**config.mk**
```make
export PLATFORM = sky130hd
export DESIGN_NAME = program_loader
export DESIGN_NICKNAME = d
export VERILOG_FILES = /design/src/rtl/program_loader.sv
export SDC_FILE = /design/constraint.sdc
export NUM_CORES = 1
export LEC_CHECK = 0
export ABC_CLOCK_PERIOD_IN_PS = 2100
export CORE_ASPECT_RATIO = 1.5
export CORE_MARGIN = 5
export CORE_UTILIZATION = 45
export DETAILED_ROUTE_END_ITERATION = 7
export GPL_TIMING_DRIVEN = 0
export PLACE_DENSITY_LB_ADDON = 0.12
export SLEW_MARGIN = 20
export SYNTH_ARGS = -nofsm -noshare
export SYNTH_HDL_FRONTEND = slang
export SYNTH_SLANG_ARGS = --single-unit
```
**constraint.sdc**
```tcl
create_clock -name clk_i -period 2.1 [get_ports clk_i]
set_input_delay 0.42 -clock clk_i [delete_from_list [all_inputs] [get_ports clk_i]]
set_output_delay 0.42 -clock clk_i [all_outputs]
set_load 0.02 [all_outputs]
```
**src/rtl/program_loader.sv**
```systemverilog
// rtl/program_loader.sv - byte-stream loader that fills program memory and releases the core
//
// Purpose:
//   Receives a frame LEN_LO, LEN_HI (word count N), then 4*N data bytes (each word LSB first).
//   It assembles the bytes into 32-bit words and writes them to program memory at word
//   addresses 0..N-1. The core is held in reset until the image is complete, then released.
//   Optional feature macro: PROGRAM_LOADER_CHECKSUM_EN adds a trailing XOR checksum byte.
//
// Ports:
//   clk_i         system clock, rising edge
//   reset_i       synchronous active-high reset
//   in_valid_i    in_data_i holds a byte
//   in_data_i     stream byte
//   in_ready_o    a byte is accepted this cycle when in_valid_i is also high
//   mem_we_o      program-memory write strobe, one cycle per word
//   mem_addr_o    word address of the write
//   mem_wdata_o   instruction word
//   core_reset_o  core reset, high while loading or after an error
//   loaded_o      image complete, core running
//   error_o       bad length or checksum; sticky until reset
module program_loader #(
  parameter int ADDR_WIDTH = 8
) (
  input  logic                  clk_i,
  input  logic                  reset_i,
  input  logic                  in_valid_i,
  input  logic [7:0]            in_data_i,
  output logic                  in_ready_o,
  output logic                  mem_we_o,
  output logic [ADDR_WIDTH-1:0] mem_addr_o,
  output logic [31:0]           mem_wdata_o,
  output logic                  core_reset_o,
  output logic                  loaded_o,
  output logic                  error_o
);

  // One extra bit so that N = 2**ADDR_WIDTH (a completely full memory) is representable.
  localparam int IW = ADDR_WIDTH + 1;
  localparam logic [16:0] CAPACITY = 17'(1) << ADDR_WIDTH;

  typedef enum logic [2:0] {
    S_LEN0,
    S_LEN1,
    S_DATA,
    S_CSUM,
    S_DONE,
    S_RUN,
    S_ERR
  } state_t;

  state_t        state_q;
  logic [7:0]    len_lo_q;
  logic [IW-1:0] len_q;
  logic [IW-1:0] word_idx_q;
  logic [1:0]    byte_cnt_q;
  // The first three bytes of the current word; the newest byte sits in the top lane.
  logic [23:0]   word_q;
`ifdef PROGRAM_LOADER_CHECKSUM_EN
  logic [7:0]    csum_q;
`endif

  logic          accept;
  logic [15:0]   len_d;
  logic [IW-1:0] word_idx_d;
  logic          last_word;

  assign in_ready_o = !reset_i && (state_q == S_LEN0 || state_q == S_LEN1 ||
                                   state_q == S_DATA || state_q == S_CSUM);
  assign accept     = in_valid_i && in_ready_o;
  assign len_d      = {in_data_i, len_lo_q};
  assign word_idx_d = word_idx_q + IW'(1);
  assign last_word  = (word_idx_d == len_q);

  always_ff @(posedge clk_i) begin
    if (reset_i) begin
      state_q      <= S_LEN0;
      len_lo_q     <= '0;
      len_q        <= '0;
      word_idx_q   <= '0;
      byte_cnt_q   <= '0;
      word_q       <= '0;
`ifdef PROGRAM_LOADER_CHECKSUM_EN
      csum_q       <= '0;
`endif
      mem_we_o     <= 1'b0;
      mem_addr_o   <= '0;
      mem_wdata_o  <= '0;
      core_reset_o <= 1'b1;
      loaded_o     <= 1'b0;
      error_o      <= 1'b0;
    end else begin
      // The write strobe is a single-cycle pulse.
      mem_we_o <= 1'b0;
      case (state_q)
        S_LEN0: begin
          if (accept) begin
            len_lo_q <= in_data_i;
            state_q  <= S_LEN1;
          end
        end
        S_LEN1: begin
          if (accept) begin
            if (len_d == 16'd0) begin
`ifdef PROGRAM_LOADER_CHECKSUM_EN
              state_q <= S_CSUM;
`else
              state_q <= S_DONE;
`endif
            end else if ({1'b0, len_d} > CAPACITY) begin
              state_q <= S_ERR;
              error_o <= 1'b1;
            end else begin
              len_q   <= len_d[IW-1:0];
              state_q <= S_DATA;
            end
          end
        end
        S_DATA: begin
          if (accept) begin
            byte_cnt_q <= byte_cnt_q + 2'd1;
            word_q     <= {in_data_i, word_q[23:8]};
`ifdef PROGRAM_LOADER_CHECKSUM_EN
            csum_q     <= csum_q ^ in_data_i;
`endif
            if (byte_cnt_q == 2'd3) begin
              mem_we_o    <= 1'b1;
              mem_addr_o  <= word_idx_q[ADDR_WIDTH-1:0];
              mem_wdata_o <= {in_data_i, word_q};
              word_idx_q  <= word_idx_d;
              if (last_word) begin
`ifdef PROGRAM_LOADER_CHECKSUM_EN
                state_q <= S_CSUM;
`else
                state_q <= S_DONE;
`endif
              end
            end
          end
        end
`ifdef PROGRAM_LOADER_CHECKSUM_EN
        S_CSUM: begin
          if (accept) begin
            if (in_data_i == csum_q) begin
              state_q <= S_DONE;
            end else begin
              state_q <= S_ERR;
              error_o <= 1'b1;
            end
          end
        end
`endif
        // The final write is on the bus during DONE. The core is released only on the
        // edge that leaves DONE, so it cannot fetch before that write has landed.
        S_DONE: begin
          state_q      <= S_RUN;
          core_reset_o <= 1'b0;
          loaded_o     <= 1'b1;
        end
        S_RUN: state_q <= S_RUN;
        S_ERR: state_q <= S_ERR;
        default: state_q <= S_LEN0;
      endcase
    end
  end

endmodule
```
---- Word level (Yosys, flattened, before mapping) ----
Cells that the tools add are included.
word-level totals
  register bits after elaboration ......... 99
  bits of input ports ..................... 11
  output and inout bits ................... 45
  word-level logic and storage cells ...... 57
cells by class
  $add $sub $neg .......................... 2
  $lt $le $gt $ge ......................... 1
  eq/ne operators ......................... 13
  multiplexer cells ....................... 9
  bitwise gates (word level) .............. 4
  reductions and logical operators ........ 16
operators with widths
  operator                                                                           count
  3-bit 2-to-1 mux                                                                   7
  16-bit by 9-bit greater-than comparator with 1-bit output (second input constant)  1
  16-bit logical NOT                                                                 1
  3-bit one-hot mux with 5 select lines                                              1
  9-bit by 1-bit adder with 9-bit output (second input constant)                     1
  3-bit equality test (second input constant)                                        3
  9-bit equality test                                                                1
  2-bit != test (second input constant)                                              4
  4-bit AND reduction                                                                2
  3-bit by 2-bit equality test with 1-bit output (second input constant)             2
  5-bit AND reduction                                                                1
  1-bit NOT                                                                          4
  2-bit AND reduction                                                                2
  3-bit by 1-bit equality test with 1-bit output (second input constant)             1
  3-bit logical NOT                                                                  1
  1-bit logical OR                                                                   3
  3-bit AND reduction                                                                1
  3-bit OR reduction                                                                 1
  2-bit by 1-bit adder with 2-bit output (second input constant)                     1
  2-bit equality test (second input constant)                                        1
  1-bit logical AND                                                                  2
  2-bit by 1-bit != test with 1-bit output (second input constant)                   1
  2-bit OR reduction                                                                 1
  1-bit logical NOT                                                                  1
  1-bit 2-to-1 mux                                                                   1

---- Logic depth before layout (Yosys ltp) ----
  depth after elaboration ................. 8
  mapped depth ............................ 7
  gate-level depth less buffers ........... 6

---- Worst setup path after synthesis ----
Ideal clock, no wire load.
  path type ............................... in2out
  from .................................... input reset_i
  to ...................................... output in_ready_o
  data arrival time ....................... 1.409 ns
  data required time ...................... 1.680 ns
  setup slack ............................. 0.271 ns
  stages on the path ...................... 4
  buffers on the path ..................... 3
  path through ............................ clkbuf_1 -> clkbuf_1 -> buf_1 -> nor2_1
on the way
  cells in the longest elaborated chain, start to end .. 2
RTL lines
  item               line  RTL
  start, declared    25    input logic reset_i,
  1-bit logical NOT  67    assign in_ready_o = !reset_i && (state_q == S_LEN0 || state_q == S_LEN1 ||
  1-bit logical AND  67
  end, declared      28    output logic in_ready_o,
No other way between the ends.

---- Worst setup path in the final report ----
  from .................................... register word_idx_q[0]
  to ...................................... register state_q[1]
on the way
  cells in the longest elaborated chain, start to end .. 4
RTL lines
  item                                    line  RTL
  start, declared                         54    logic [IW-1:0] word_idx_q;
  start signal, assigned                  129   word_idx_q <= word_idx_d;
  9-bit by 1-bit adder with 9-bit output  71    assign word_idx_d = word_idx_q + IW'(1);
  9-bit equality test                     72    assign last_word = (word_idx_d == len_q);
  2-bit != test (no source line)          -
  5-bit AND reduction (no source line)    -
  end signal, assigned                    76    state_q <= S_LEN0;
  end signal, assigned                    98    state_q <= S_LEN1;
  end signal, assigned                    107   state_q <= S_DONE;
  end, declared                           51    state_t state_q;
No other way between the ends.
A chain may end at the register's enable or synchronous reset.

==> qor.csv <==
metric,value,unit
status,finished clean,
RR Startpoint,word_idx_q[0],
HP Class,reg -> reg,
Max-Cap Viols,0,
pre-CTS setup slack,-1.19,ns
hold_ws,0.452,ns
r2r setup slk,0.13,ns
vias in the first global route,3101,
First-pass DRT Iterations,4,
design area,0.00491,mm²
Worst slew margin,50.8,%
Hold Buf Count CTS,0,
unrepaired setup endpoints after global routing,false,
die height,123,µm
Longest Clk Path Bufs,2,
H-tree depth,3,
placed insts,630,
mux cell area share after synthesis,4.95,%
clock latency on the worst-skew pair,0.34,ns
largest net degree at the start of global routing,17,
Synth Area in Simple Gates,23.6,%
Post-route DRC,0,
Final WS setup,0.133,ns
fin crit share,93.6,%
Antenna Violating Nets Remaining,0,
CP top delay family,simple AND/OR/NAND/NOR gates,
worst setup path start,word_idx_q[0],
wire length per cell,14.4,µm
Worst Min Path Start,mem_wdata_o[7],
worst path bufs/invs,0,
cts bufs inserted,9,
fin cells,646,
met1 wire length,3820,µm
Fin Setup TNS,0,ns
input/output buffers,55,
top_reg_cell synth,dfxtp_1,
Yosys cell types,39,
drt total wl,9290,µm
Critical-path top delay cell,dfxtp_2,
Worst Path Required,2.31,ns
CTS clock-pin slew for the worst setup and hold paths,0.06,ns
first-pass GRT wire length,15000,µm
mean post-synth cell area,8.26,µm²
DP HPWL,6970,µm
Sink Count,99,
DR top layer,met4,
IO Pins,56,
Synth warnings,0,
critical path cell sequence,"ha_2, nand4_1, o22ai_1, nor4b_1, nor4b_4, a221oi_1",
largest family of logic cells by synthesized area,simple AND/OR/NAND/NOR gates,
critical path class,reg -> reg,
power density cells,778,mW/mm²
Core Area,0.00841,mm²
initial antenna violation count,0,
WP data arrival,2.18,ns
Yosys reg bits,99,
total grt overflow,0,
CP Capture Type,flop,
Final Slew Violations,0,
clock tree root buffer cell,clkbuf_16,
Setup Buffers After CTS,0,
CP peak stage delay,0.41,ns
RePlAce Congestion,0.881,
Fmax achieved,508,MHz
DR vias,3274,
routed vias/inst,5.07,
min Tclk post-route,1.97,ns
Post-DP Area,0.00455,mm²
Post-Syn Instances,468,
Post-synth EDFFs,0,
xor/xnor share of the synthesized area,4.31,%
total length of routed met3 wires,330,µm
Mapped Nets,481,
worst-margin pin slew,0.733,ns
initial core utilization,45.9,%
fin nets,547,
fraction of the mapped netlist area in adder cells,0.648,%
P_leak,1.73,nW
die width,85.7,µm
Synth Area in Compound Gates,11.6,%
First DRT Iteration DRCs,112,
Final Skew,0.00429,ns
die area,0.0106,mm²
CTS tree,done,
num rows,41,
final hold vios,0,
"FFs w/ async S/R, synth",0,%
Final setup viols,0,
layout cell share with drive strength beyond 1,8.35,%
fin util,58.3,%
global-route usage over all layers,18.3,%
post-synthesis sequential area ratio,51.3,%
Tot Pwr,3.82,mW
Worst Path Max Fanout,7,
met2 WL post-DR,4950,µm
n_diodes,0,
synthesized cell area,0.00386,mm²
Startpoint Class,flop,
Area Overhead vs Synth,27.0,%
Peak VDD IR,460,µV
## placed cells by master, fill, tap and decap left out, types with 3 or more instances in the layout
master           count
dfxtp_1             98
clkbuf_16            9
clkbuf_1            15
nand3_1             10
xor2_1               9
nand2_1            139
buf_2                6
dlygate4sd2_1        3
clkbuf_2             7
nor3_1               5
clkinvlp_4           3
xnor2_1             10
clkdlybuf4s50_1     50
nor2_1              32
mux2i_1             18
o21ai_0              4
or3_1                4
a21oi_1             72
nand2b_1             3
## worst register-to-register path: cells and delay by family (launching register included)
kind | cells | cell delay (ns)
and+or+nand+nor | 3 | 0.80
DFF | 1 | 0.41
adders and majority gates | 1 | 0.28
AOI/OAI and AO/OA | 2 | 0.35
## worst paths after layout
check        cells past startpoint             end
min                              2  mem_wdata_o[7]
max reg2reg                      6      state_q[1]
max                              6      state_q[1]
min reg2reg                      2  mem_wdata_o[7]
## routing by layer
| layer | vias to the layer above | global-route usage (%) |
|---|---|---|
| met5 | - | 0 |
| met4 | 0 | 9.50 |
| met3 | 14 | 3.60 |
| met2 | 54 | 32.3 |
| met1 | 1520 | 20.6 |
| li1 | 1686 | - |
## Yosys cell counts (2+ instances only)
master	count	area [µm²]
a21o_1	2	15.0
a21oi_1	72	360
buf_1	4	15.0
buf_2	6	30.0
clkbuf_1	20	75.1
dfxtp_1	99	1980
ha_1	2	25.0
mux2i_1	18	180
nand2_1	139	522
nand2b_1	3	18.8
nand3_1	10	50.1
nand4_1	2	12.5
nor2_1	33	124
nor2b_1	2	12.5
nor3_1	5	25.0
nor4b_1	2	17.5
o21ai_0	5	25.0
or3_1	4	25.0
or4_1	3	22.5
xnor2_1	10	87.6
xor2_1	9	78.8
## layout make-up
| cell class | count | area (µm²) |
|---|---|---|
| well taps | 107 | 134 |
| repair buffers | 55 | 543 |
| flip-flops and latches | 99 | 1980 |
| multi-input cells | 336 | 1780 |
| clock buffers | 11 | 243 |
| fillers | 789 | 3510 |
| clock inverters | 5 | 61.3 |
| plain buffers | 31 | 156 |
| inverters | 2 | 7.51 |
## power breakdown
part	switching [mW]	internal (mW)
Combinational	0.137	0.0888
Sequential	0.0215	1.90
Clock	0.707	0.960
## registers in the layout (all words and copies together), names as in the netlist
register and flops:
loaded_o 1, core_reset_o 1, error_o 1, state_q 3, mem_wdata_o 32, word_q 24
byte_cnt_q 2, mem_addr_o 8, len_lo_q 8, mem_we_o 1, word_idx_q 9, len_q 9
## cell families (layout without fill, tap and decap cells)
family                   after synthesis  in the layout
adder cells (fa/ha/maj)                2              2
flip-flops                            99             99
AO/OA/AOI/OAI                         85             85
AND/OR/NAND/NOR                      211            211
buffers and inverters                 33            104
XOR/XNOR                              19             19
multiplexers                          19             19
## what timing repair did
action | 4_1_cts | 5_1_grt
gates cloned | 0 | 0
hold endpoints to repair | 0 | 0
pin swaps | 2 | 1
resized for setup | 20 | 13
setup endpoints to repair | 26 | 60
Note: power is estimated with default switching activity, not from simulation.
